<file path="src/rtl/vdp_pkg.sv">
// Shared types and constants for the VDP control/data port front end.
package vdp_pkg;

   typedef enum logic [1:0] {
      VRAM  = 2'd0,
      CRAM  = 2'd1,
      VSRAM = 2'd2
   } vdp_target_e;

   // Low four code bits that select a write target.
   localparam logic [3:0] CODE_VRAM_WR  = 4'b0001;
   localparam logic [3:0] CODE_CRAM_WR  = 4'b0011;
   localparam logic [3:0] CODE_VSRAM_WR = 4'b0101;

   localparam logic [1:0] CTRL_REG_WR   = 2'b10;
   localparam logic [4:0] AUTOINC_REG   = 5'd15;
   localparam logic [7:0] AUTOINC_RESET = 8'd2;
   localparam int         FIFO_DEPTH    = 4;

   typedef struct packed {
      logic [15:0] addr;
      logic [15:0] data;
      vdp_target_e target;
   } vdp_wentry_t;

endpackage

</file>
<file path="src/rtl/vdp_wfifo.sv">
// Write FIFO: head entry is visible on dout the cycle after it is pushed.
module vdp_wfifo #(
   parameter int  DEPTH   = 4,
   parameter type entry_t = logic [33:0]
) (
   input  logic   clk,
   input  logic   rst,
   input  logic   push,
   input  entry_t din,
   input  logic   pop,
   output entry_t dout,
   output logic   full,
   output logic   empty
);

   localparam int PTR_W = (DEPTH > 1) ? $clog2(DEPTH) : 1;
   localparam int CNT_W = $clog2(DEPTH + 1);

   entry_t           mem [DEPTH];
   logic [PTR_W-1:0] wr_ptr;
   logic [PTR_W-1:0] rd_ptr;
   logic [CNT_W-1:0] count;
   logic             do_push;
   logic             do_pop;

   function automatic logic [PTR_W-1:0] ptr_next(input logic [PTR_W-1:0] p);
      return (p == PTR_W'(DEPTH - 1)) ? '0 : p + PTR_W'(1);
   endfunction

   assign empty   = (count == '0);
   assign full    = (count == CNT_W'(DEPTH));
   assign do_pop  = pop && !empty;
   // A full FIFO still takes a push when the head leaves in the same cycle.
   assign do_push = push && (!full || do_pop);
   assign dout    = empty ? '0 : mem[rd_ptr];

   always_ff @(posedge clk or posedge rst) begin
      if (rst) begin
         wr_ptr <= '0;
         rd_ptr <= '0;
         count  <= '0;
      end else begin
         if (do_push) wr_ptr <= ptr_next(wr_ptr);
         if (do_pop)  rd_ptr <= ptr_next(rd_ptr);
         if (do_push && !do_pop)
            count <= count + CNT_W'(1);
         else if (!do_push && do_pop)
            count <= count - CNT_W'(1);
      end
   end

   always_ff @(posedge clk) begin
      if (do_push) mem[wr_ptr] <= din;
   end

endmodule

</file>
<file path="src/rtl/vdp_port_ctrl.sv">
// VDP control/data port decoder feeding a write FIFO toward VRAM/CRAM/VSRAM.
// Define VDP_AUTOINC_EN to take the address increment from register 15.
module vdp_port_ctrl (
   input  logic        clk,
   input  logic        rst,
   input  logic        ctrl_wr,
   input  logic [15:0] ctrl_in,
   input  logic        data_wr,
   input  logic [15:0] data_in,
   input  logic        vram_ready,
   output logic        vram_wr,
   output logic [15:0] vram_addr,
   output logic [15:0] vram_wdata,
   output logic [1:0]  vram_target,
   output logic        reg_wr,
   output logic [4:0]  reg_idx,
   output logic [7:0]  reg_data,
   output logic        fifo_full,
   output logic        fifo_empty,
   output logic        cmd_pending,
   output logic        err
);
   import vdp_pkg::*;

   typedef enum logic {IDLE, HALF} state_e;

   state_e      state_q, state_d;
   // Code bits 5:4 never influence the write path, so only 3:0 are kept.
   logic [3:0]  code_q, code_d;
   logic [15:0] addr_q, addr_d;
   logic [7:0]  inc;
   logic        reg_hit;
   logic        push;
   logic        pop;
   logic        drop;
   logic        tgt_ok;
   vdp_target_e tgt;
   vdp_wentry_t push_entry;
   vdp_wentry_t head;

`ifdef VDP_AUTOINC_EN
   logic [7:0] inc_q;

   always_ff @(posedge clk or posedge rst) begin
      if (rst)
         inc_q <= AUTOINC_RESET;
      else if (reg_hit && ctrl_in[12:8] == AUTOINC_REG)
         inc_q <= ctrl_in[7:0];
   end

   assign inc = inc_q;
`else
   assign inc = AUTOINC_RESET;
`endif

   always_comb begin
      tgt    = VRAM;
      tgt_ok = 1'b1;
      case (code_q)
         CODE_VRAM_WR:  tgt = VRAM;
         CODE_CRAM_WR:  tgt = CRAM;
         CODE_VSRAM_WR: tgt = VSRAM;
         default:       tgt_ok = 1'b0;
      endcase
   end

   assign pop = vram_wr && vram_ready;

   always_comb begin
      state_d = state_q;
      code_d  = code_q;
      addr_d  = addr_q;
      reg_hit = 1'b0;
      push    = 1'b0;
      drop    = 1'b0;
      if (ctrl_wr) begin
         if (state_q == IDLE) begin
            if (ctrl_in[15:14] == CTRL_REG_WR) begin
               reg_hit = 1'b1;
            end else begin
               code_d[1:0]  = ctrl_in[15:14];
               addr_d[13:0] = ctrl_in[13:0];
               state_d      = HALF;
            end
         end else begin
            code_d[3:2]   = ctrl_in[5:4];
            addr_d[15:14] = ctrl_in[1:0];
            state_d       = IDLE;
         end
         // The control port wins a collision; the data word is lost.
         drop = data_wr;
      end else if (data_wr) begin
         state_d = IDLE;
         if (tgt_ok) begin
            if (!fifo_full || pop) begin
               push   = 1'b1;
               addr_d = addr_q + {8'h00, inc};
            end else begin
               drop = 1'b1;
            end
         end
      end
   end

   always_ff @(posedge clk or posedge rst) begin
      if (rst) begin
         state_q  <= IDLE;
         code_q   <= '0;
         addr_q   <= '0;
         reg_wr   <= 1'b0;
         reg_idx  <= '0;
         reg_data <= '0;
         err      <= 1'b0;
      end else begin
         state_q <= state_d;
         code_q  <= code_d;
         addr_q  <= addr_d;
         reg_wr  <= reg_hit;
         if (reg_hit) begin
            reg_idx  <= ctrl_in[12:8];
            reg_data <= ctrl_in[7:0];
         end
         if (drop) err <= 1'b1;
      end
   end

   assign push_entry = '{addr: addr_q, data: data_in, target: tgt};

   vdp_wfifo #(
      .DEPTH   (FIFO_DEPTH),
      .entry_t (vdp_wentry_t)
   ) u_wfifo (
      .clk   (clk),
      .rst   (rst),
      .push  (push),
      .din   (push_entry),
      .pop   (pop),
      .dout  (head),
      .full  (fifo_full),
      .empty (fifo_empty)
   );

   assign vram_wr     = !fifo_empty;
   assign vram_addr   = head.addr;
   assign vram_wdata  = head.data;
   assign vram_target = head.target;
   assign cmd_pending = (state_q == HALF);

endmodule

</file>
<file path="config.mk">
export PLATFORM = sky130hd
export DESIGN_NAME = vdp_port_ctrl
export DESIGN_NICKNAME = d
export VERILOG_FILES = /design/src/rtl/vdp_pkg.sv /design/src/rtl/vdp_wfifo.sv /design/src/rtl/vdp_port_ctrl.sv
export SDC_FILE = /design/constraint.sdc
export NUM_CORES = 1
export LEC_CHECK = 0
export ABC_AREA = 1
export CAP_MARGIN = 5
export CORE_UTILIZATION = 60
export DETAILED_ROUTE_END_ITERATION = 6
export HOLD_SLACK_MARGIN = 0.06
export PLACE_DENSITY = 0.85
export SLEW_MARGIN = 20
export SYNTH_ARGS = -nofsm -noshare
export SYNTH_HDL_FRONTEND = slang
export SYNTH_SLANG_ARGS = --single-unit
</file>
<file path="constraint.sdc">
create_clock -name clk -period 8 [get_ports clk]
set_input_delay 1.6 -clock clk [delete_from_list [all_inputs] [get_ports clk]]
set_output_delay 1.6 -clock clk [all_outputs]
set_load 0.1 [all_outputs]
</file>
# Word-level counts from Yosys, hierarchy flattened
# Memory sizes are Yosys's and may differ from the RTL's.
# Index checks and enable logic that the tools add are counted.
[word_totals] ff_bits=43 mem_count=1 inputBits=37 output_inout_bits=53 ram_bits=136
[classes] reduce_logical=21 bitwise_logic=2 addsub=5 eq_ne=10 n_mux=31
[memory_table] memory="u_wfifo.mem" words=4 word_bits=34 read_ports=1 rd_ports_with_merged_regs=0 wr=1 line_no="vdp_wfifo.sv:19" rtl="entry_t mem [DEPTH];"
[op_table] cell="$mux W16" n=4
[op_table] cell="$mux W34" n=1
[op_table] cell="$mux W14" n=2
[op_table] cell="$mux W1" n=18
[op_table] cell="$add A16 B2 Y16 const B" n=1
[op_table] cell="$reduce_bool A2 Y1" n=4
[op_table] cell="$eq A2 B2 Y1 const B" n=3
[op_table] cell="$mux W2" n=3
[op_table] cell="$mux W3" n=2
[op_table] cell="$logic_and A1 B1 Y1" n=5
[op_table] cell="$reduce_and A5 Y1" n=1
[op_table] cell="$add A2 B1 Y2 const B" n=2
[op_table] cell="$eq A4 B1 Y1 const B" n=1
[op_table] cell="$eq A4 B2 Y1 const B" n=1
[op_table] cell="$eq A4 B3 Y1 const B" n=1
[op_table] cell="$logic_not A1 Y1" n=4
[op_table] cell="$ne A2 B2 Y1 const B" n=2
[op_table] cell="$pmux W2 S2" n=1
[op_table] cell="$reduce_and A4 Y1" n=1
[op_table] cell="$add A3 B1 Y3 const B" n=1
[op_table] cell="$eq A3 B3 Y1 const B" n=1
[op_table] cell="$logic_not A3 Y1" n=1
[op_table] cell="$reduce_and A3 Y1" n=1
[op_table] cell="$reduce_or A3 Y1" n=1
[op_table] cell="other kinds (5)" n=7

# Depth between registers and ports, before layout
# Gate-level depths: netlist (run 1).
[logic_depth] ltp_word=13 mapped_depth=11 depth_no_buf=11

# Modules after synthesis
# From an unflattened synthesis (run 1), not the netlist that was laid out.
[unflattened] hier_cells=877 area_unflattened_um2=8282.9
[by_module_without_submodules] module="vdp_wfifo" area_each_um2=6226.0 seq_area_each_um2=4259.1 instances=1 cells_per_inst=598
[by_module_without_submodules] module="vdp_port_ctrl" area_each_um2=2057.0 seq_area_each_um2=900.9 instances=1 cells_per_inst=279

# Worst setup path before layout (run 1)
# No wires, ideal clock.
[synth_timing] kind="register to output" start="register u_wfifo.count[0]" end="output port vram_addr[10]" stages_incl_launch_ff=6 t_arrival_ns=3.930 n_path_buf=1 required_time_ns=6.400 path_slack_ns=2.470 cell_sequence="dfrtp_1 -> nor2_1 -> nand2_1 -> clkinv_1 -> buf_1 -> a21oi_1"
[synth_via] elab_chain_len=2
[synth_rtl] item="from (decl)" line_no="vdp_wfifo.sv:22" rtl="logic [CNT_W-1:0] count;"
[synth_rtl] item="from (signal assigned)" line_no="vdp_wfifo.sv:46" rtl="count <= count + CNT_W'(1);"
[synth_rtl] item="from (signal assigned)" line_no="vdp_wfifo.sv:48" rtl="count <= count - CNT_W'(1);"
[synth_rtl] item="$logic_not A3 Y1" line_no="vdp_wfifo.sv:30" rtl="assign empty = (count == '0);"
[synth_rtl] item="named net fifo_empty" line_no="vdp_port_ctrl.sv:19" rtl="output logic fifo_empty,"
[synth_rtl] item="$mux W34" line_no="vdp_wfifo.sv:35" rtl="assign dout = empty ? '0 : mem[rd_ptr];"
[synth_rtl] item="to (decl)" line_no="vdp_port_ctrl.sv:12" rtl="output logic [15:0] vram_addr,"
# The timed path passes the listed nets, and every way through them passes these cells.

# Worst setup path after layout (run 1)
[layout_timing] start="register u_wfifo.rd_ptr[0]" end="output port vram_wdata[6]"
[layout_via] elab_chain_len=2
[layout_rtl] item="from (decl)" line_no="vdp_wfifo.sv:21" rtl="logic [PTR_W-1:0] rd_ptr;"
[layout_rtl] item="from (signal assigned)" line_no="vdp_wfifo.sv:44" rtl="if (do_pop) rd_ptr <= ptr_next(rd_ptr);"
[layout_rtl] item="$mem_v2 Z4 W34"
[layout_rtl] item="$mux W34" line_no="vdp_wfifo.sv:35"
[layout_rtl] item="to (decl)" line_no="vdp_port_ctrl.sv:13" rtl="output logic [15:0] vram_wdata,"
# No other way between the ends.

==> reports/metrics.yaml, run 1 <==
outcome:
  status: "complete, no violations"
floorplan:
  die_w_um: 115
  die_y_um: 115
  fp-row-count: 40
  core_area_sq_um: 12200
  io_pins: 90
  die_area_sq_um: 13100
  start_util_pct: 62.3
setup_path:
  startpoint_type: "flop"
  worstPathRequired_ns: 6.40
  crit_type: "flop to output port"
  endpoint_kind: "output port"
  path_delay_family: "buffers and inverters"
  worst_ep_arrival_time_ns: 3.31
  path_cells: "inv_2 -> o21ai_0 -> a21oi_1 -> clkdlybuf4s50_1"
  slowest_stage: "clkdlybuf4s50_1"
  reg2reg_slack_ns: 5.26
  worst-path-max-fanout: 69
  path_buf_inv: 2
  reg2reg_depth: 11
  r2r-start: "u_wfifo.count[0]"
  r2r_end: "u_wfifo.count[2]"
  worst_path_largest_cell_delay_ns: 1.19
placement:
  globalplace.congestion: 0.829
  port-buffer-count: 89
  hpwlAfterDp_um: 9790
  place_ws_ns: 3.08
timing:
  min_period_ns: 4.91
  slew_headroom_pct: 24.9
  max_freq_mhz: 204
  slew_viol_final: 0
  tns_ns: 0
  final-setup-viol-count: 0
  hold_viol_final: 0
  grt_setup_unrepaired: "no"
  hold-worst-slack_ns: 0.479
  setup_ws_ns: 3.09
  skew_ns: 0.0106
  worst_pin_slew_ns: 1.12
  min_period_over_period_pct: 61.3
synthesis:
  syn_inst: 722
  ys_warn_count: 0
  synth-seq-cells: 179
  synth.largest_area_cell: "edfxtp_1"
  synthArstFlopShare_pct: 24.0
  synthFlopType: "edfxtp_1"
  synth_cell_types: 34
  synthTopCellsByArea: "edfxtp_1 (54%), dfrtp_1 (14%), nor2_1 (8.2%)"
  synth_edf_count: 136
  yosysSeqAreaShare_pct: 67.8
  synth_area_per_cell_sq_um: 10.5
  synth.top_cell.area_share_pct: 53.6
  synth_nets: 767
  netlist_area_sq_um: 7610
cts:
  clock_path_buffers: 2
  cts_tree: "built"
  numClockSinks: 179
  cts_root_buf: "clkbuf_16"
  cts_max_level: 4
  path_clk_slew_ns: 0.06
  post_cts_resized: 0
  worstSkewPairLatency_ns: 0.43
  numCtsBuffers: 17
  post_cts_buffers: 0
  postCtsHoldBufs: 0
global_routing:
  antenna_found_initial: 0
  grt_use_total_pct: 26.0
  grt_pass1_wl_um: 25500
  grt_start_max_net_pins: 71
  grt_pass1_vias: 5226
  overflow: 0
drt:
  finalWirelength_um: 16100
  initialDrtViolationCount: 527
  dr.pass1.iters: 5
  routed-via-count: 5422
  drtAntennaViolNets: 0
  avgViaCountPerCell: 5.52
  wl_per_cell_um: 16.4
  route.detailed.drc: 0
cells_and_area:
  layout_commonest_cell: "nor2_1"
  n_antenna_cell: 0
  nets: 846
  fin_util_pct: 75.0
  post_route_cells_drive_above_1_share_pct: 7.00
  area_growth_pct: 20.4
  mostFrequentLayoutCells: "nor2_1 (162), edfxtp_1 (136), nand2_1 (123)"
job:
  drv_cap: 0
hold_path:
  min_path_type: "flop to flop"
  min-delay-start: "reg_idx[1]"
  hold_end: "reg_idx[1]"
  hold_path_depth: 2
## through the flow
step / cells / instance area, sq um
after floorplan: 722 / 7610
after global placement: 950 / 8610
after detailed placement: 950 / 8610
after CTS: 982 / 9160
after global routing: 982 / 9160
final: 982 / 9160
## worst max path at each step
stage	end	slack, ns	depth (start not counted)	from
2_1_floorplan	vram_addr[10]	2.47	5	u_wfifo.count[0]
3_3_place_gp	vram_addr[12]	3.19	5	u_wfifo.count[0]
3_5_place_dp	vram_addr[15]	3.08	5	u_wfifo.count[0]
4_1_cts	vram_addr[12]	2.62	5	u_wfifo.count[0]
6_report	vram_wdata[6]	3.09	4	u_wfifo.rd_ptr[0]
5_1_grt	vram_addr[12]	2.94	4	u_wfifo.rd_ptr[0]
## cell families after synthesis
group	after synthesis	share of synthesized area [%]
simple gates	322	16.9
flops	179	67.8
compound gates	133	8.88
buf+inv	72	4.09
fa+ha+maj	8	1.41
xor+xnor	7	0.805
mux	1	0.148
## synthesized netlist by cell type (all sizes together) (3+ instances only)
library cell  instances
nand3                17
dfrtp                43
nor2                171
clkbuf               12
nand2               126
o21ai                94
ha                    7
xor2                  5
edfxtp              136
nand4                 3
inv                  38
a21oi                37
buf                  20
## sequential cells by signal, summed over array words and instances, names as in the netlist
signal and cells:
u_wfifo.count 3, reg_data 8, cmd_pending 1, code_q 4, reg_wr 1, u_wfifo.rd_ptr 2
reg_idx 5, u_wfifo.mem 136, addr_q 16, u_wfifo.wr_ptr 2, err 1
## worst min-delay path, cell delays in order (launching register included)
cell     delay (ns)
dfrtp_1        0.34
nand2_1        0.05
nand2_1        0.05
## routing by layer
metal  wire, um  track usage (%)
met1       6890             33.0
met2       8090             44.4
met3        886             5.98
met4        242             8.14
met5          0                0
## layout make-up
class	count	area [sq um]
clock buffer	22	474
clock inverter	10	83.8
fill	830	3050
inverter	40	150
multi-input combinational	471	2170
sequential	179	5160
tap	168	210
timing repair buffer	92	913
Power of run 1 is left out: the tool's default activity adds up to more than one toggle a clock period on the data nets, which glitch-free logic cannot reach.
==> run 2: changes to the inputs <==
--- a/config.mk
+++ b/config.mk
@@ -7,10 +7,10 @@
 export LEC_CHECK = 0
 export ABC_AREA = 1
 export CAP_MARGIN = 5
-export CORE_UTILIZATION = 60
+export CORE_UTILIZATION = 50
 export DETAILED_ROUTE_END_ITERATION = 6
 export HOLD_SLACK_MARGIN = 0.06
-export PLACE_DENSITY = 0.85
+export PLACE_DENSITY = 0.75
 export SLEW_MARGIN = 20
 export SYNTH_ARGS = -nofsm -noshare
 export SYNTH_HDL_FRONTEND = slang
==> constraint.sdc (replaced) <==
create_clock -name clk -period 4.1 [get_ports clk]
set_input_delay 0.82 -clock clk [delete_from_list [all_inputs] [get_ports clk]]
set_output_delay 0.82 -clock clk [all_outputs]
set_load 0.1 [all_outputs]
==> reports/metrics.yaml, run 2 (synthesized netlist as in run 1, its figures left out) <==
cells_and_area:
  area_growth_pct: 27.1  # was 20.4%
  mostFrequentLayoutCells: "nor2_1 (162), edfxtp_1 (136), nand2_1 (122)"  # was nor2_1 (162), edfxtp_1 (136), nand2_1 (123)
  fin_area_sq_um: 9670  # was 9160 sq um
  regMostFlops: "u_wfifo.mem"  # unchanged
  final_cell_count_no_fill: 1006  # was 982
  post_route_cells_drive_above_1_share_pct: 13.0  # was 7.00%
  largest_reg_flops: 136  # unchanged
  nets: 854  # was 846
  layout_commonest_cell: "nor2_1"  # unchanged
  largestRegisters: "u_wfifo.mem x136, addr_q x16, reg_data x8"  # unchanged
  n_antenna_cell: 0  # unchanged
drt:
  route.detailed.drc: 6  # was 0
  dr.pass1.iters: 7  # was 5
  wl_met1_um: 7050  # was 6890 um
  drtAntennaViolNets: 0  # unchanged
  finalWirelength_um: 16400  # was 16100 um
  met2RoutedLength_um: 8230  # was 8090 um
  wl_met3_um: 943  # was 886 um
  avgViaCountPerCell: 5.35  # was 5.52
  initialDrtViolationCount: 514  # was 527
  wl_per_cell_um: 16.3  # was 16.4 um
  routed-via-count: 5385  # was 5422
  top_layer: "met4"  # unchanged
setup_path:
  startpoint_type: "flop"  # unchanged
  slowest_stage: "clkinv_1"  # was clkdlybuf4s50_1
  worst_path_largest_cell_delay_ns: 0.69  # was 1.19 ns
  crit_type: "flop to output port"  # unchanged
  worst-path-max-fanout: 25  # was 69
  path_cells: "nor2_1 -> nand2_2 -> clkinv_1 -> buf_4 -> a21oi_1 -> buf_12"  # was inv_2 -> o21ai_0 -> a21oi_1 -> clkdlybuf4s50_1
  worst_ep_arrival_time_ns: 2.75  # was 3.31 ns
  endpoint_kind: "output port"  # unchanged
  worstPathRequired_ns: 3.28  # was 6.40 ns
global_routing:
  grt_pass1_vias: 5490  # was 5226
  grt_start_max_net_pins: 71  # unchanged
  overflow: 0  # unchanged
  grt_pass1_wl_um: 26800  # was 25500 um
  grt_use_total_pct: 22.0  # was 26.0%
  antenna_found_initial: 0  # unchanged
placement:
  dpl.cell_count: 974  # was 950
  port-buffer-count: 89  # unchanged
  globalplace.congestion: 0.837  # was 0.829
  hpwlAfterDp_um: 10500  # was 9790 um
  placed_cell_area_sq_um: 9080  # was 8610 sq um
timing:
  grt_setup_unrepaired: "no"  # unchanged
  final-setup-viol-count: 0  # unchanged
  worst_pin_slew_ns: 1.01  # was 1.12 ns
  slew_viol_final: 0  # unchanged
  max_freq_mhz: 280
  min_period_ns: 3.57
  min_period_over_period_pct: 87.2
  skew_ns: 0.00767  # was 0.0106 ns
  slew_headroom_pct: 32.2  # was 24.9%
  hold_viol_final: 0  # unchanged
cts:
  cts_tree: "built"  # unchanged
  path_clk_slew_ns: 0.06  # about the same
  numCtsBuffers: 17  # unchanged
  clock_path_buffers: 2  # unchanged
  numClockSinks: 179  # unchanged
  post_cts_buffers: 0  # unchanged
  post_cts_resized: 0  # unchanged
  worstSkewPairLatency_ns: 0.43  # about the same
  postCtsHoldBufs: 0  # unchanged
  cts_root_buf: "clkbuf_16"  # unchanged
  cts_max_level: 4  # unchanged
floorplan:
  core_area_sq_um: 14700  # was 12200 sq um
  io_pins: 90  # unchanged
  die_w_um: 125  # was 115 um
  fp-row-count: 44  # was 40
  die_area_sq_um: 15700  # was 13100 sq um
  die_y_um: 125  # was 115 um
  start_util_pct: 51.8  # was 62.3%
outcome:
  violations: "design-rule violations"
  status: "finished, violations left"  # was complete, no violations
job:
  drv_cap: 0  # unchanged
hold_path:
  min_path_type: "flop to flop"  # unchanged
run 2: cell types whose count changed in the layout (fill, tap and decap cells not counted), sizes merged:
cell / change
buf: +43
clkdlybuf4s50: -35
clkbuf: -5
clkinvlp: +3
bufinv: +2
run 2: metal layers:
layer / GRT usage, % / vias to the layer above
li1: - / 2603
met1: 28.8 / 2558
met2: 37.4 / 206
met3: 4.02 / 18
met4: 7.17 / 0
met5: 0 / -
run 2: metrics by stage:
stage | worst slack [ns] | utilization, % | hold WS (ns) | setup TNS [ns]
after floorplan | -0.122 | - | 0.463 | -1.09
after global placement | 0.920 | 61.8 | 0.458 | 0
after detailed placement | 0.891 | 61.8 | 0.468 | 0
after CTS | 0.521 | 65.8 | 0.487 | 0
after global routing | 0.352 | 65.8 | 0.518 | 0
final | 0.526 | 65.8 | 0.483 | 0
run 2: worst max-delay path, delay by kind of cell, from the launching register on:
kind	cells	cell delay, ns
buffers and inverters	3	1.41
AOI/OAI and AO/OA	1	0.30
and+or+nand+nor	2	0.18
DFF	1	0.43
run 2: worst paths after layout:
kind | start | endpoint | slack [ns] | depth (start not counted)
max | u_wfifo.count[0] | vram_addr[5] | 0.53 | 6
min in group asynchronous | rst | code_q[3] | 0.83 | 2
max in group asynchronous | rst | addr_q[1] | 2.44 | 3
min | reg_idx[0] | reg_idx[0] | 0.48 | 2
max reg2reg | u_wfifo.count[0] | u_wfifo.count[1] | 1.01 | 9
min reg2reg | reg_idx[0] | reg_idx[0] | 0.48 | 2
run 2: final cells by class:
cell class,count,area (sq um)
sequential,179,5160
fill,1137,5030
tap,184,230
multi-input combinational,471,2210
inverter,40,150
clock buffer,17,425
timing repair buffer,100,1340
clock inverter,15,163
Power of run 2 is left out for the same reason.
